File: src/rtl/physics_scheduler_pkg.sv
// Shared types and constants for the physics frame scheduler.
//   sched_state_t : frame sequencer states (IDLE, STEP, LATCH, WAIT)
//   N_PART_DEF    : default particle count
//   COORD_W       : width of signed coordinate / impulse values
//   IMPULSE_DEF   : default button impulse magnitude
//   axis_impulse  : signed impulse for one axis from a +/- button pair
package physics_pkg;

    typedef enum logic [1:0] {
        IDLE  = 2'd0,
        STEP  = 2'd1,
        LATCH = 2'd2,
        WAIT  = 2'd3
    } sched_state_t;

    localparam int N_PART_DEF  = 4;
    localparam int COORD_W     = 16;
    localparam int IMPULSE_DEF = 16;

    // Opposing buttons cancel to zero.
    function automatic logic signed [COORD_W-1:0] axis_impulse(
        input logic                      pos,
        input logic                      neg,
        input logic signed [COORD_W-1:0] mag
    );
        logic signed [COORD_W-1:0] acc;
        acc = '0;
        if (pos) acc = acc + mag;
        if (neg) acc = acc - mag;
        return acc;
    endfunction

endpackage

File: src/rtl/physics_scheduler_if.sv
// Particle-side bus of the frame scheduler.
//   step_req    : one-hot request, particle i performs one update
//   step_done   : per-particle completion
//   frame_latch : one-cycle pulse, render block captures the matrix
//   impulse_x/y : signed per-frame impulse shared by all particles
// Modports: master = scheduler, slave = particle/render side.
interface physics_scheduler_if #(
    parameter int N_PART = physics_pkg::N_PART_DEF
);
    logic [N_PART-1:0]                      step_req;
    logic [N_PART-1:0]                      step_done;
    logic                                   frame_latch;
    logic signed [physics_pkg::COORD_W-1:0] impulse_x;
    logic signed [physics_pkg::COORD_W-1:0] impulse_y;

    modport master (
        output step_req, frame_latch, impulse_x, impulse_y,
        input  step_done
    );

    modport slave (
        input  step_req, frame_latch, impulse_x, impulse_y,
        output step_done
    );
endinterface

File: src/rtl/physics_scheduler_button_conditioner.sv
// Button conditioner: two-flop synchroniser followed by a sticky pending flag.
//   clk, reset_n : clock, asynchronous active-low reset
//   btn          : raw asynchronous button, active-high
//   clear        : frame sample edge; pending restarts from the current sync value
//   pending      : sticky "pressed since last sample" flag
module button_conditioner (
    input  logic clk,
    input  logic reset_n,
    input  logic btn,
    input  logic clear,
    output logic pending
);
    logic sync1_q, sync2_q, pending_q;
    logic pending_d;

    // A press seen on the clearing edge itself is kept so it lands in the next frame.
    always_comb begin
        pending_d = clear ? sync2_q : (pending_q | sync2_q);
    end

    always_ff @(posedge clk or negedge reset_n) begin
        if (!reset_n) begin
            sync1_q   <= 1'b0;
            sync2_q   <= 1'b0;
            pending_q <= 1'b0;
        end else begin
            sync1_q   <= btn;
            sync2_q   <= sync1_q;
            pending_q <= pending_d;
        end
    end

    assign pending = pending_q;
endmodule

File: src/rtl/physics_scheduler.sv
// Frame sequencer for the soft-body physics datapath. Steps each particle in
// turn, pulses the matrix latch, idles WAIT_CYCLES, then starts the next frame.
// Buttons are conditioned into a per-frame signed impulse.
//   clk, reset_n     : clock, asynchronous active-low reset
//   run              : 1 = frames run continuously, 0 = stop at the next WAIT exit
//   btn_left/right/up/down : raw asynchronous buttons
//   step_frame       : only with PHYS_SINGLE_STEP_EN; WAIT exit also needs step_frame=1
//   bus (master)     : step_req/step_done, frame_latch, impulse_x/y
//   frame_count      : completed frames (wraps)
//   busy             : 1 whenever not IDLE
//   timeout_err      : sticky, a particle exceeded STEP_TIMEOUT
// Optional feature macro: PHYS_SINGLE_STEP_EN.
module physics_scheduler
    import physics_pkg::*;
#(
    parameter int N_PART       = N_PART_DEF,
    parameter int WAIT_CYCLES  = 10000,
    parameter int STEP_TIMEOUT = 255,
    parameter int IMPULSE      = IMPULSE_DEF
) (
    input  logic                clk,
    input  logic                reset_n,
    input  logic                run,
    input  logic                btn_left,
    input  logic                btn_right,
    input  logic                btn_up,
    input  logic                btn_down,
`ifdef PHYS_SINGLE_STEP_EN
    input  logic                step_frame,
`endif
    physics_scheduler_if.master bus,
    output logic [15:0]         frame_count,
    output logic                busy,
    output logic                timeout_err
);
    localparam int IDX_W  = (N_PART > 1) ? $clog2(N_PART) : 1;
    localparam int TMR_W  = $clog2(STEP_TIMEOUT + 1);
    localparam int WAIT_W = $clog2(WAIT_CYCLES + 1);
    localparam logic signed [COORD_W-1:0] IMP_MAG = COORD_W'(IMPULSE);

    // Button index order: 0=left, 1=right, 2=up, 3=down.
    logic [3:0] btn_raw;
    logic [3:0] pending;
    logic       start_frame;
    logic       step_go;

    assign btn_raw = {btn_down, btn_up, btn_right, btn_left};

    genvar gi;
    generate
        for (gi = 0; gi < 4; gi++) begin : g_btn
            button_conditioner u_cond (
                .clk     (clk),
                .reset_n (reset_n),
                .btn     (btn_raw[gi]),
                .clear   (start_frame),
                .pending (pending[gi])
            );
        end
    endgenerate

`ifdef PHYS_SINGLE_STEP_EN
    assign step_go = step_frame;
`else
    assign step_go = 1'b1;
`endif

    sched_state_t              state_q, state_d;
    logic [IDX_W-1:0]          idx_q, idx_d;
    logic [TMR_W-1:0]          timer_q, timer_d;
    logic [WAIT_W-1:0]         wait_q, wait_d;
    logic [N_PART-1:0]         step_req_q, step_req_d;
    logic                      frame_latch_q, frame_latch_d;
    logic [15:0]               frame_count_q, frame_count_d;
    logic                      busy_q, busy_d;
    logic                      timeout_err_q, timeout_err_d;
    logic signed [COORD_W-1:0] impulse_x_q, impulse_x_d;
    logic signed [COORD_W-1:0] impulse_y_q, impulse_y_d;

    always_comb begin
        state_d       = state_q;
        idx_d         = idx_q;
        timer_d       = timer_q;
        wait_d        = wait_q;
        step_req_d    = step_req_q;
        frame_latch_d = 1'b0;
        frame_count_d = frame_count_q;
        timeout_err_d = timeout_err_q;
        impulse_x_d   = impulse_x_q;
        impulse_y_d   = impulse_y_q;
        start_frame   = 1'b0;

        case (state_q)
            IDLE: begin
                if (run) start_frame = 1'b1;
            end
            STEP: begin
                if (bus.step_done[idx_q] || timer_q == TMR_W'(STEP_TIMEOUT)) begin
                    // A real completion on the timeout cycle is not an error.
                    if (!bus.step_done[idx_q]) timeout_err_d = 1'b1;
                    timer_d = '0;
                    if (idx_q == IDX_W'(N_PART - 1)) begin
                        state_d       = LATCH;
                        step_req_d    = '0;
                        frame_latch_d = 1'b1;
                        frame_count_d = frame_count_q + 16'd1;
                    end else begin
                        idx_d      = idx_q + IDX_W'(1);
                        step_req_d = step_req_q << 1;
                    end
                end else begin
                    timer_d = timer_q + TMR_W'(1);
                end
            end
            LATCH: begin
                state_d = WAIT;
                wait_d  = WAIT_W'(WAIT_CYCLES - 1);
            end
            WAIT: begin
                if (wait_q != '0) begin
                    wait_d = wait_q - WAIT_W'(1);
                end else if (!run) begin
                    state_d = IDLE;
                end else if (step_go) begin
                    start_frame = 1'b1;
                end
            end
            default: state_d = IDLE;
        endcase

        // Impulse is sampled on the same edge the pending flags are cleared.
        if (start_frame) begin
            state_d     = STEP;
            idx_d       = '0;
            timer_d     = '0;
            step_req_d  = N_PART'(1);
            impulse_x_d = axis_impulse(pending[1], pending[0], IMP_MAG);
            impulse_y_d = axis_impulse(pending[3], pending[2], IMP_MAG);
        end

        busy_d = (state_d != IDLE);
    end

    always_ff @(posedge clk or negedge reset_n) begin
        if (!reset_n) begin
            state_q       <= IDLE;
            idx_q         <= '0;
            timer_q       <= '0;
            wait_q        <= '0;
            step_req_q    <= '0;
            frame_latch_q <= 1'b0;
            frame_count_q <= '0;
            busy_q        <= 1'b0;
            timeout_err_q <= 1'b0;
            impulse_x_q   <= '0;
            impulse_y_q   <= '0;
        end else begin
            state_q       <= state_d;
            idx_q         <= idx_d;
            timer_q       <= timer_d;
            wait_q        <= wait_d;
            step_req_q    <= step_req_d;
            frame_latch_q <= frame_latch_d;
            frame_count_q <= frame_count_d;
            busy_q        <= busy_d;
            timeout_err_q <= timeout_err_d;
            impulse_x_q   <= impulse_x_d;
            impulse_y_q   <= impulse_y_d;
        end
    end

    assign bus.step_req    = step_req_q;
    assign bus.frame_latch = frame_latch_q;
    assign bus.impulse_x   = impulse_x_q;
    assign bus.impulse_y   = impulse_y_q;
    assign frame_count     = frame_count_q;
    assign busy            = busy_q;
    assign timeout_err     = timeout_err_q;
endmodule

File: src/flat_wrapper.sv
// flat-port wrapper written by rule: the top's interface ports become plain ports
module physics_scheduler_flat import physics_pkg::*;
#(
    parameter int N_PART       = N_PART_DEF,
    parameter int WAIT_CYCLES  = 10000,
    parameter int STEP_TIMEOUT = 255,
    parameter int IMPULSE      = IMPULSE_DEF
)
  (clk, reset_n, run, btn_left, btn_right, btn_up, btn_down, frame_count, busy, timeout_err, bus_step_req, bus_frame_latch, bus_impulse_x, bus_impulse_y, bus_step_done);
  physics_scheduler_if #(.N_PART(N_PART)) bus_i ();
  input  logic clk;
  input  logic reset_n;
  input  logic run;
  input  logic btn_left;
  input  logic btn_right;
  input  logic btn_up;
  input  logic btn_down;
  output logic [15:0] frame_count;
  output logic busy;
  output logic timeout_err;
  output wire logic [$bits(bus_i.step_req)-1:0] bus_step_req;
  output wire logic [$bits(bus_i.frame_latch)-1:0] bus_frame_latch;
  output wire logic [$bits(bus_i.impulse_x)-1:0] bus_impulse_x;
  output wire logic [$bits(bus_i.impulse_y)-1:0] bus_impulse_y;
  input wire logic [$bits(bus_i.step_done)-1:0] bus_step_done;
  assign bus_step_req = bus_i.step_req;
  assign bus_frame_latch = bus_i.frame_latch;
  assign bus_impulse_x = bus_i.impulse_x;
  assign bus_impulse_y = bus_i.impulse_y;
  assign bus_i.step_done = bus_step_done;
  physics_scheduler #(.N_PART(N_PART), .WAIT_CYCLES(WAIT_CYCLES), .STEP_TIMEOUT(STEP_TIMEOUT), .IMPULSE(IMPULSE)) u_core (.clk(clk), .reset_n(reset_n), .run(run), .btn_left(btn_left), .btn_right(btn_right), .btn_up(btn_up), .btn_down(btn_down), .bus(bus_i), .frame_count(frame_count), .busy(busy), .timeout_err(timeout_err));
endmodule
File: config.mk
export PLATFORM = sky130hd
export DESIGN_NAME = physics_scheduler_flat
export DESIGN_NICKNAME = d
export VERILOG_FILES = /design/src/rtl/physics_scheduler_pkg.sv /design/src/rtl/physics_scheduler_if.sv /design/src/rtl/physics_scheduler_button_conditioner.sv /design/src/rtl/physics_scheduler.sv /design/src/flat_wrapper.sv
export SDC_FILE = /design/constraint.sdc
export NUM_CORES = 1
export LEC_CHECK = 0
export BUFFER_PORTS_ARGS = -buffer_cell sky130_fd_sc_hd__buf_2
export CORE_ASPECT_RATIO = 0.6
export CORE_MARGIN = 2
export CORE_UTILIZATION = 45
export CTS_CLUSTER_DIAMETER = 30
export CTS_CLUSTER_SIZE = 10
export DETAILED_ROUTE_END_ITERATION = 12
export PLACE_DENSITY = 0.66
export SLEW_MARGIN = 20
export SYNTH_ARGS = -nofsm -noshare
export SYNTH_HDL_FRONTEND = slang
export SYNTH_SLANG_ARGS = --single-unit
File: constraint.sdc
create_clock -name clk -period 2.9 [get_ports clk]
set_clock_uncertainty 0.2 [all_clocks]
set_input_delay 0.145 -clock clk [delete_from_list [all_inputs] [get_ports clk]]
set_output_delay 0.145 -clock clk [all_outputs]
set_load 0.02 [all_outputs]
==> flow_metrics.env, run 1 <==
export IMPL_cts_buffers_inserted=9
export IMPL_max_freq_mhz=400
export IMPL_clockPowerShare_pct=32.5
export IMPL_cpPeakStageDelay_ns=0.67
export IMPL_clk_transition_reported_paths_ns=0.06
export IMPL_yosysWarnings=0
export IMPL_internal_power_mw=2.44
export IMPL_area_growth_syn_to_layout_pct=19.1
export IMPL_dp_hpwl_um=4870
export IMPL_finalSetupViolCount=0
export IMPL_async_flop_share_pct=100
export IMPL_fin_crit_sh_pct=86.2
export IMPL_seq_area_frac_synth_pct=49.2
export IMPL_drt_wl_total_um=6700
export IMPL_cp_buffers_inverters=0
export IMPL_tritoncts="built"
export IMPL_clock_tree_buffer_depth=2
export IMPL_critical_path_required_ns=2.88
export IMPL_max_slew_worst_pin_slew_ns=0.900
export IMPL_crit_path_to="u_core.bus.impulse_y[4]"
export IMPL_synth_edf_count=0
export IMPL_yosys_area_share_simple_pct=19.1
export IMPL_final_seq_area_sq_um=1630
export IMPL_timing_critical_path_from_type="register"
export IMPL_timing_critical_path_cells="or4_1 > nor4_4 > o21ai_1 > nand2_1 > o21ai_0"
export IMPL_timing_hold_violations_final=0
export IMPL_wire_length_of_the_first_global_routing_pass_um=11200
export IMPL_netlist_area_sq_um=3310
export IMPL_number_of_detailed_route_iterations_in_the_first_pass=5
export IMPL_power_density_nw_per_um2=972
export IMPL_worst_ep_arrival_time_ns=2.48
export IMPL_cts_root_buf="sky130_fd_sc_hd__clkbuf_16"
export IMPL_maxCapViolCount=0
export IMPL_crit_cells=5
export IMPL_synth_xor_area_share_pct=5.56
export IMPL_core_area_sq_um=7180
export IMPL_placedCellCount=453
export IMPL_drive_above_1_share_pct=23.2
export IMPL_total_power_mw=3.83
export IMPL_vias=2533
export IMPL_cts_repair_resize_count=0
export IMPL_port_buffers=57
export IMPL_yosys_area_top_type="sky130_fd_sc_hd__dfrtp_1"
export IMPL_design_final_nets=401
export IMPL_gp_routability_congestion=0.881
export IMPL_leakage_nw=1.92
export IMPL_ys_flop_type="sky130_fd_sc_hd__dfrtp_1"
export IMPL_synth_lib_cells_used_distinct=51
export IMPL_filler_cell_count=635
export IMPL_netlist_top_cells_area="sky130_fd_sc_hd__dfrtp_1, sky130_fd_sc_hd__buf_4, sky130_fd_sc_hd__ha_1, sky130_fd_sc_hd__nand2_1, sky130_fd_sc_hd__xnor2_1"
export IMPL_layout_cells_non_filler=474
export IMPL_drt_drc_violations_left=0
export IMPL_crit_fanout=13
export IMPL_critical_path_top_delay_cell="sky130_fd_sc_hd__or4_1"
export IMPL_worst_setup_path_type="reg2reg"
export IMPL_rsz0062_at_grt="no"
export IMPL_relSlewSlack_pct=39.6
export IMPL_die_y_um=70.4
export IMPL_postCtsSetupBuffers=0
export IMPL_die_area_sq_um=8070
export IMPL_sw_frac_of_total_pct=36.3
export IMPL_ant_nets=0
export IMPL_synth_compound_gate_area_share_pct=11.2
export IMPL_timing_max_transition_violations_final=0
export IMPL_antenna_cells_inserted=0
export IMPL_synth_top_area_share_pct=49.2
export IMPL_std_cell_rows=24
export IMPL_grt_antenna_before_repair=0
export IMPL_cp_top_family="simple AND/OR/NAND/NOR gates"
export IMPL_multi_input_area_sq_um=1420
export IMPL_power_combinational_fraction_pct=32.3
export IMPL_setup_slack_on_the_worst_flop_to_flop_path_ns=0.40
export IMPL_clk_insertion_delay_late_ns=0.33
export IMPL_synth_area_per_cell_sq_um=10.1
export IMPL_starting_density_pct=46.1
export IMPL_floorplan_die_width_um=115
export IMPL_timing_rr_end="u_core.bus.impulse_y[4]"
export IMPL_cp_startpoint="u_core.wait_q[6]"
export IMPL_adder_cell_fraction_of_synth_area_pct=4.54
export IMPL_maximum_number_of_pins_on_one_net_before_global_route_repair=41
export IMPL_vdd_drop_max_v=0.000510
export IMPL_vias_in_the_first_global_route=2267
export IMPL_endpoint_kind="register"
export IMPL_setup_tns_ns=0
export IMPL_num_io_pins=66
export IMPL_status="finished clean"
export IMPL_dominant_combinational_cell_family_by_area_after_synthesis="simple AND/OR/NAND/NOR gates"
export IMPL_synth_ff_latch_count=65
export IMPL_post_synth_inst_count=326
export IMPL_worst_hold_startpoint="run"
export IMPL_routed_wire_per_std_cell_um=14.1
export IMPL_worstHoldPathType="in2reg"
export IMPL_rr_worst_depth=5
export IMPL_clock_tree_htree_level_count=3
export IMPL_switchingPower_mw=1.39
export IMPL_global_route_usage_total_pct=18.2
export IMPL_initialDrtViolationCount=231
export IMPL_finalWorstPathRequiredPeriod_ns=2.50
export IMPL_drt_vias_per_instance=5.34
export IMPL_clock_sink_count=65
export IMPL_cts_hold_buf=5
export IMPL_power_frac_seq_pct=35.2
export IMPL_regToRegStartpoint="u_core.wait_q[6]"
export IMPL_synthMuxAreaShare_pct=1.63
export IMPL_grt_overflow_total=0
## layer usage
layer / GRT usage, % / vias up / routed length, um
met5: 0 / - / 0
met4: 6.23 / 0 / 97
met3: 6.42 / 10 / 492
met2: 23.1 / 103 / 2660
met1: 28.2 / 1208 / 3450
li1: - / 1212 / -
## state kept, by name (all words and copies together) (netlist names)
name / count
u_core.bus.frame_latch: 1
u_core.timer_q: 8
u_core.idx_q: 2
u_core.bus.impulse_x: 2
u_core.g_btn.u_cond.sync2_q: 4
u_core.frame_count: 16
u_core.timeout_err: 1
u_core.g_btn.u_cond.sync1_q: 4
u_core.wait_q: 14
u_core.bus.step_req: 4
u_core.state_q: 2
u_core.g_btn.u_cond.pending: 4
u_core.bus.impulse_y: 2
u_core.busy: 1
## power groups by stage
stage | Combinational (mW) | Sequential [mW] | Clock, mW
final | 1.24 | 1.35 | 1.25
after global routing | 1.38 | 1.38 | 1.32
after CTS | 1.23 | 1.34 | 1.27
after detailed placement | 1.22 | 1.35 | 0
after global placement | 1.20 | 1.35 | 0
after floorplan | 0.859 | 1.39 | 0
## layout by cell type (no fill, tap or decap), drive strengths merged, types with 3 or more instances in the layout
cell type / count
or4: 3
nand4: 5
nor4: 4
clkinv: 3
and3: 8
conb: 8
buf: 65
xnor2: 17
clkbuf: 10
dlygate4sd3: 5
a311oi: 3
ha: 12
bufinv: 3
nor3: 11
xor2: 4
a22oi: 3
nor2: 22
nor3b: 3
inv: 9
nand3: 9
a21o: 6
a41oi: 3
dfrtp: 65
nand4b: 3
nand2: 40
o31ai: 3
a21oi: 17
o21ai: 13
## final cells by class
class	instances	area share [%]
Clock buffer	10	5.82
Clock inverter	6	2.96
Inverter	9	0.858
Multi-Input combinational cell	223	36.1
Sequential cell	65	41.3
Tap cell	91	2.89
Timing Repair Buffer	70	10.0
## worst reg2reg max path, stage by stage (launching register included)
cell and delay, ns:
sky130_fd_sc_hd__dfrtp_1 0.42, sky130_fd_sc_hd__or4_1 0.67, sky130_fd_sc_hd__nor4_4 0.45, sky130_fd_sc_hd__o21ai_1 0.36
sky130_fd_sc_hd__nand2_1 0.16, sky130_fd_sc_hd__o21ai_0 0.09
## how the worst min path moves through the flow
stage	endpoint	slack, ns	cells past startpoint
after global routing	u_core.state_q[0]	0.04	4
after floorplan	u_core.bus.frame_latch	-0.35	0
after global placement	u_core.wait_q[12]	-0.03	2
after CTS	u_core.busy	0.007	4
final	u_core.busy	0.02	4
after detailed placement	u_core.wait_q[10]	-0.02	2
## cells in the mapped netlist (3+ instances only)
| cell | n |
|---|---|
| sky130_fd_sc_hd__dfrtp_1 | 65 |
| sky130_fd_sc_hd__nand2_1 | 40 |
| sky130_fd_sc_hd__buf_4 | 28 |
| sky130_fd_sc_hd__nor2_1 | 22 |
| sky130_fd_sc_hd__a21oi_1 | 17 |
| sky130_fd_sc_hd__xnor2_1 | 17 |
| sky130_fd_sc_hd__ha_1 | 12 |
| sky130_fd_sc_hd__nor3_1 | 11 |
| sky130_fd_sc_hd__o21ai_0 | 10 |
| sky130_fd_sc_hd__inv_1 | 9 |
| sky130_fd_sc_hd__nand3_1 | 9 |
| sky130_fd_sc_hd__and3_1 | 8 |
| sky130_fd_sc_hd__a21o_1 | 6 |
| sky130_fd_sc_hd__clkbuf_1 | 5 |
| sky130_fd_sc_hd__nand4_1 | 5 |
| sky130_fd_sc_hd__xor2_1 | 4 |
| sky130_fd_sc_hd__a22oi_1 | 3 |
| sky130_fd_sc_hd__a311oi_1 | 3 |
| sky130_fd_sc_hd__a41oi_1 | 3 |
| sky130_fd_sc_hd__nand4b_1 | 3 |
| sky130_fd_sc_hd__nor4_1 | 3 |
| sky130_fd_sc_hd__o31ai_1 | 3 |
| sky130_fd_sc_hd__or4_1 | 3 |
## kinds of logic after synthesis
group                    count (synthesis)
AO/OA/AOI/OAI                           57
XOR/XNOR                                21
adder cells (fa/ha/maj)                 12
buffers and inverters                   45
flip-flops                              65
multiplexers                             4
other                                    1
AND/OR/NAND/NOR                        121
## through the flow
stage / worst slack [ns] / util (%) / hold WS (ns) / cell area [sq um]
2_1_floorplan: 0.499 / - / -0.351 / 3330
6_report: 0.400 / 54.9 / 0.0215 / 3940
5_1_grt: 0.211 / 54.9 / 0.0412 / 3940
3_3_place_gp: 0.437 / 49.4 / -0.0334 / 3540
4_1_cts: 0.385 / 54.9 / 0.00699 / 3940
3_5_place_dp: 0.383 / 49.4 / -0.0236 / 3540
No activity file was read; power rests on OpenSTA's default activity.
==> run 2: changes to the inputs <==
==> constraint.sdc (replaced) <==
create_clock -name clk -period 2.8 [get_ports clk]
set_clock_uncertainty 0.2 [all_clocks]
set_input_delay 0.14 -clock clk [delete_from_list [all_inputs] [get_ports clk]]
set_output_delay 0.14 -clock clk [all_outputs]
set_load 0.02 [all_outputs]
==> flow_metrics.env, run 2 (synthesis gave the netlist of run 1 again) <==
export IMPL_status="finished clean"
export IMPL_design_final_nets=402
export IMPL_endpoint_kind="register"
export IMPL_max_slew_worst_pin_slew_ns=0.895
export IMPL_wire_length_of_the_first_global_routing_pass_um=11400
export IMPL_gp_routability_congestion=0.886
export IMPL_finalWorstPathRequiredPeriod_ns=2.56
export IMPL_cp_buffers_inverters=0
export IMPL_global_route_usage_total_pct=18.5
export IMPL_worstHoldPathType="in2async"
export IMPL_internal_power_mw=2.44
export IMPL_die_y_um=70.4
export IMPL_largest_register_ff_count=16
export IMPL_timing_hold_violations_final=0
export IMPL_timing_critical_path_cells="or4_1 > nor4_4 > o21ai_1 > nand2_1 > o21ai_0"
export IMPL_grt_antenna_before_repair=0
export IMPL_switchingPower_mw=1.45
export IMPL_dp_hpwl_um=4890
export IMPL_routed_wire_per_std_cell_um=14.2
export IMPL_hold_slack_ns=0.0501
export IMPL_filler_cell_count=622
export IMPL_mostFrequentLayoutCell="sky130_fd_sc_hd__dfrtp_1"
export IMPL_leading_cell_types_in_the_layout_fill_and_taps_excluded="sky130_fd_sc_hd__dfrtp_1, sky130_fd_sc_hd__buf_2, sky130_fd_sc_hd__nand2_1"
export IMPL_power_combinational_fraction_pct=33.0
export IMPL_maximum_number_of_pins_on_one_net_before_global_route_repair=35
export IMPL_std_cell_rows=24
export IMPL_cts_buffers_inserted=9
export IMPL_floorplan_die_width_um=115
export IMPL_clock_tree_buffer_depth=2
export IMPL_critical_path_required_ns=2.75
export IMPL_antenna_cells_inserted=0
export IMPL_met1_usage_pct=27.6
export IMPL_core_area_sq_um=7180
export IMPL_tritoncts="built"
export IMPL_timing_max_transition_violations_final=0
export IMPL_grtUsageMet3_pct=6.08
export IMPL_port_buffers=57
export IMPL_vias_in_the_first_global_route=2328
export IMPL_cpPeakStageDelay_ns=0.68
export IMPL_rsz0062_at_grt="no"
export IMPL_drt_wl_total_um=6760
export IMPL_clockPowerShare_pct=31.0
export IMPL_clk_transition_reported_paths_ns=0.06
export IMPL_maxCapViolCount=0
export IMPL_leakage_nw=1.92
export IMPL_clock_tree_htree_level_count=3
export IMPL_area_growth_syn_to_layout_pct=18.8
export IMPL_cts_repair_resize_count=0
export IMPL_clock_sink_count=65
export IMPL_finalSetupViolCount=0
export IMPL_power_frac_seq_pct=36.0
export IMPL_vias=2502
export IMPL_crit_fanout=13
export IMPL_max_freq_mhz=390
export IMPL_num_io_pins=66
export IMPL_final_seq_area_sq_um=1630
export IMPL_sw_frac_of_total_pct=37.2
export IMPL_starting_density_pct=46.1
export IMPL_grtUsageMet2_pct=25.3
export IMPL_setup_tns_ns=0
export IMPL_cts_root_buf="sky130_fd_sc_hd__clkbuf_16"
export IMPL_number_of_detailed_route_iterations_in_the_first_pass=6
export IMPL_critical_path_top_delay_cell="sky130_fd_sc_hd__or4_1"
export IMPL_grt_overflow_total=0
export IMPL_grt_most_used_layer="met1"
export IMPL_drt_drc_violations_left=0
export IMPL_cp_top_family="simple AND/OR/NAND/NOR gates"
export IMPL_power_density_nw_per_um2=989
export IMPL_worst_ep_arrival_time_ns=2.52
export IMPL_clk_insertion_delay_late_ns=0.33
export IMPL_vdd_drop_max_v=0.000464
export IMPL_timing_critical_path_from_type="register"
export IMPL_fin_crit_sh_pct=91.5
export IMPL_drt_vias_per_instance=5.27
export IMPL_die_area_sq_um=8070
export IMPL_ant_nets=0
export IMPL_initialDrtViolationCount=165
export IMPL_drive_above_1_share_pct=23.4
export IMPL_relSlewSlack_pct=39.9
export IMPL_worst_setup_path_type="reg2reg"
export IMPL_multi_input_area_sq_um=1420
export IMPL_postCtsSetupBuffers=0
[run 2: cell count changes in the layout (fill, tap and decap cells not counted)]
cell,change
sky130_fd_sc_hd__bufinv_16,-1
sky130_fd_sc_hd__inv_6,+1
sky130_fd_sc_hd__clkinvlp_4,+1
sky130_fd_sc_hd__clkbuf_1,-1
sky130_fd_sc_hd__dlygate4sd3_1,+1
[run 2: layout make-up]
| type | count | area share, % |
|---|---|---|
| sequential | 65 | 41.4 |
| clock inverter | 7 | 2.61 |
| tap | 91 | 2.90 |
| clock buffer | 9 | 5.73 |
| inverter | 9 | 0.860 |
| multi-input combinational | 223 | 36.2 |
| timing repair buffer | 71 | 10.3 |
[run 2: final timing paths]
path,start,to,slack (ns),depth (start not counted)
min in group clk,u_core.g_btn[2].u_cond.sync1_q,u_core.g_btn[2].u_cond.sync2_q,0.16,0
setup / recovery,u_core.wait_q[6],u_core.bus.impulse_y[4],0.24,5
hold / removal,reset_n,u_core.bus.step_req[0],0.05,2
max in group asynchronous,reset_n,u_core.g_btn[3].u_cond.pending,1.61,3
hold reg to reg,u_core.g_btn[2].u_cond.sync1_q,u_core.g_btn[2].u_cond.sync2_q,0.16,0
setup reg to reg,u_core.wait_q[6],u_core.bus.impulse_y[4],0.24,5
[run 2: power by group through the flow]
stage / logic, mW / clock network [mW] / registers [mW]
2_1_floorplan: 0.890 / 0 / 1.44
4_1_cts: 1.28 / 1.24 / 1.40
6_report: 1.28 / 1.21 / 1.40
3_5_place_dp: 1.27 / 0 / 1.41
5_1_grt: 1.44 / 1.28 / 1.44
3_3_place_gp: 1.25 / 0 / 1.40
[run 2: per-stage QoR]
step / worst slack (ns) / cell area, sq um / utilization (%) / power (mW) / cells
global placement: 0.340 / 3540 / 49.4 / 2.65 / 453
CTS: 0.222 / 3930 / 54.8 / 3.92 / 475
global route: 0.000346 / 3930 / 54.8 / 4.16 / 475
detailed placement: 0.245 / 3540 / 49.4 / 2.67 / 453
finish: 0.239 / 3930 / 54.8 / 3.89 / 475
floorplan: 0.399 / 3330 / - / 2.33 / 333
[run 2: worst reg2reg max path: stages (launching register included)]
cell                      delay, ns
sky130_fd_sc_hd__dfrtp_1       0.42
sky130_fd_sc_hd__or4_1         0.69
sky130_fd_sc_hd__nor4_4        0.46
sky130_fd_sc_hd__o21ai_1       0.36
sky130_fd_sc_hd__nand2_1       0.16
sky130_fd_sc_hd__o21ai_0       0.11
[run 2: layer usage]
layer / part of all wire [%] / vias to the layer above
met1: 53 / 1170
met2: 40 / 102
met4: 0.83 / 0
met3: 5.8 / 13
met5: 0 / -
li1: - / 1217
[run 2: what timing repair did]
item	in CTS	in global routing
endpoints found under the setup margin	0	0
endpoints found under the hold margin	70	0
hold buffers	6	0
==> run 3: changes to the inputs <==
==> constraint.sdc (replaced) <==
create_clock -name clk -period 3.3 [get_ports clk]
set_clock_uncertainty 0.2 [all_clocks]
set_input_delay 0.165 -clock clk [delete_from_list [all_inputs] [get_ports clk]]
set_output_delay 0.165 -clock clk [all_outputs]
set_load 0.02 [all_outputs]
==> flow_metrics.env, run 3 (synthesis gave the netlist of run 1 again) <==
export IMPL_status="finished clean"
export IMPL_power_density_nw_per_um2=825
export IMPL_internal_power_mw=1.97
export IMPL_vias_in_the_first_global_route=2250
export IMPL_clk_insertion_delay_late_ns=0.33
export IMPL_critical_path_top_delay_cell="sky130_fd_sc_hd__dfrtp_1"
export IMPL_port_buffers=57
export IMPL_clock_sink_count=65
export IMPL_floorplan_die_width_um=115
export IMPL_clock_tree_buffer_depth=2
export IMPL_antenna_cells_inserted=0
export IMPL_switchingPower_mw=1.20
export IMPL_wire_length_of_the_first_global_routing_pass_um=11200
export IMPL_timing_critical_path_cells="inv_1 > ha_1 > inv_1 > or2_2 > a21oi_1 > a41oi_1 > a311oi_1"
export IMPL_cpPeakStageDelay_ns=0.44
export IMPL_leakage_nw=1.87
export IMPL_finish_instance_area_sq_um=3850
export IMPL_starting_density_pct=46.1
export IMPL_worst_ep_arrival_time_ns=2.65
export IMPL_met1_usage_pct=28.2
export IMPL_max_slew_worst_pin_slew_ns=0.912
export IMPL_mostFrequentLayoutCell="sky130_fd_sc_hd__dfrtp_1"
export IMPL_sw_frac_of_total_pct=37.8
export IMPL_final_core_utilization_pct=53.6
export IMPL_endpoint_kind="register"
export IMPL_maxCapViolCount=0
export IMPL_finalSetupViolCount=0
export IMPL_area_growth_syn_to_layout_pct=16.4
export IMPL_tritoncts="built"
export IMPL_drt_drc_violations_left=0
export IMPL_vdd_drop_max_v=0.000423
export IMPL_finalWorstPathRequiredPeriod_ns=2.63
export IMPL_grt_overflow_total=0
export IMPL_vias=2476
export IMPL_grt_antenna_before_repair=0
export IMPL_timing_critical_path_from_type="register"
export IMPL_critical_path_required_ns=3.32
export IMPL_timing_hold_violations_final=0
export IMPL_gp_routability_congestion=0.908
export IMPL_ant_nets=0
export IMPL_routed_wire_per_std_cell_um=14.3
export IMPL_die_area_sq_um=8070
export IMPL_cell_occurring_most_often_along_the_worst_timing_path="sky130_fd_sc_hd__inv_1"
export IMPL_power_frac_seq_pct=37.1
export IMPL_cts_root_buf="sky130_fd_sc_hd__clkbuf_16"
export IMPL_relSlewSlack_pct=38.8
export IMPL_timing_max_transition_violations_final=0
export IMPL_maximum_number_of_pins_on_one_net_before_global_route_repair=43
export IMPL_setup_tns_ns=0
export IMPL_grtUsageMet3_pct=6.94
export IMPL_std_cell_rows=24
export IMPL_fin_crit_sh_pct=79.8
export IMPL_leading_cell_types_in_the_layout_fill_and_taps_excluded="sky130_fd_sc_hd__dfrtp_1, sky130_fd_sc_hd__buf_2, sky130_fd_sc_hd__nand2_1"
export IMPL_cp_buffers_inverters=2
export IMPL_global_route_usage_total_pct=18.2
export IMPL_drt_vias_per_instance=5.29
export IMPL_crit_fanout=12
export IMPL_worst_setup_path_type="reg2reg"
export IMPL_drt_wl_total_um=6670
export IMPL_power_combinational_fraction_pct=33.3
export IMPL_cts_buffers_inserted=9
export IMPL_clockPowerShare_pct=29.6
export IMPL_largest_register_ff_count=16
export IMPL_dpl_cell_area_sq_um=3500
export IMPL_grtUsageMet2_pct=23.1
export IMPL_cp_top_family="compound AO/OA/AOI/OAI gates"
export IMPL_die_y_um=70.4
export IMPL_num_io_pins=66
export IMPL_dp_hpwl_um=4720
export IMPL_design_final_nets=396
export IMPL_worstHoldPathType="in2reg"
export IMPL_core_area_sq_um=7180
export IMPL_postCtsSetupBuffers=0
export IMPL_clock_tree_htree_level_count=3
export IMPL_number_of_detailed_route_iterations_in_the_first_pass=4
export IMPL_clk_transition_reported_paths_ns=0.06
export IMPL_drive_above_1_share_pct=22.3
export IMPL_max_freq_mhz=380
export IMPL_grt_most_used_layer="met1"
export IMPL_rsz0062_at_grt="no"
export IMPL_setup_slack_on_the_worst_flop_to_flop_path_ns=0.67
export IMPL_initialDrtViolationCount=172
## run 3: cell types whose count changed in the layout (fill, tap and decap cells not counted), sizes merged
cell,previous run,this run
inv,10,9
clkbuf,9,10
bufinv,2,1
dlygate4sd3,6,5
buf,65,60
## run 3: final timing paths
path                                           startpoint  cells past startpoint                        endpoint
min in group asynchronous                         reset_n                      2               u_core.wait_q[13]
setup / recovery                        u_core.state_q[1]                      7               u_core.timer_q[5]
max in group asynchronous                         reset_n                      3  u_core.g_btn[0].u_cond.sync2_q
hold / removal                                        run                      4               u_core.state_q[0]
hold reg to reg            u_core.g_btn[2].u_cond.sync1_q                      0  u_core.g_btn[2].u_cond.sync2_q
setup reg to reg                        u_core.state_q[1]                      7               u_core.timer_q[5]
## run 3: power groups by stage
| stage | Combinational [mW] | Clock [mW] | Sequential [mW] |
|---|---|---|---|
| 2_1_floorplan | 0.755 | 0 | 1.22 |
| 3_3_place_gp | 1.03 | 0 | 1.18 |
| 3_5_place_dp | 1.05 | 0 | 1.19 |
| 4_1_cts | 1.05 | 0.957 | 1.18 |
| 5_1_grt | 1.19 | 1.01 | 1.21 |
| 6_report | 1.06 | 0.941 | 1.18 |
## run 3: worst min-delay path: cells and delay by family
family,cells,cell delay [ns]
and+or+nand+nor,2,0.12
AOI/OAI and AO/OA,1,0.14
buffers and inverters,1,0.10
## run 3: metal layers
metal | vias to the layer above | wire length (um)
met4 | 0 | 98
met1 | 1165 | 3580
li1 | 1202 | -
met3 | 13 | 445
met5 | - | 0
met2 | 96 | 2550
## run 3: timing repair
action	CTS	global route
endpoints found under the hold margin	27	0
setup endpoints to repair	0	0
hold buffers	5	0
resized for setup	0	0
## run 3: cell type report
cell class | instances | area (sq um)
Clock buffer | 10 | 239
Clock inverter | 5 | 56.3
Fill cell | 629 | 3330
Inverter | 9 | 33.8
Multi-Input combinational cell | 223 | 1420
Sequential cell | 65 | 1630
Tap cell | 91 | 114
Timing Repair Buffer | 65 | 358
## run 3: per-stage QoR
step	power (mW)	worst slack [ns]	instances	hold WS [ns]
2_1_floorplan	1.98	0.899	333	-0.331
5_1_grt	3.40	0.475	468	0.0319
3_5_place_dp	2.23	0.703	448	-0.0235
3_3_place_gp	2.21	0.767	448	-0.0224
6_report	3.18	0.667	468	0.0348
4_1_cts	3.19	0.677	468	0.0240
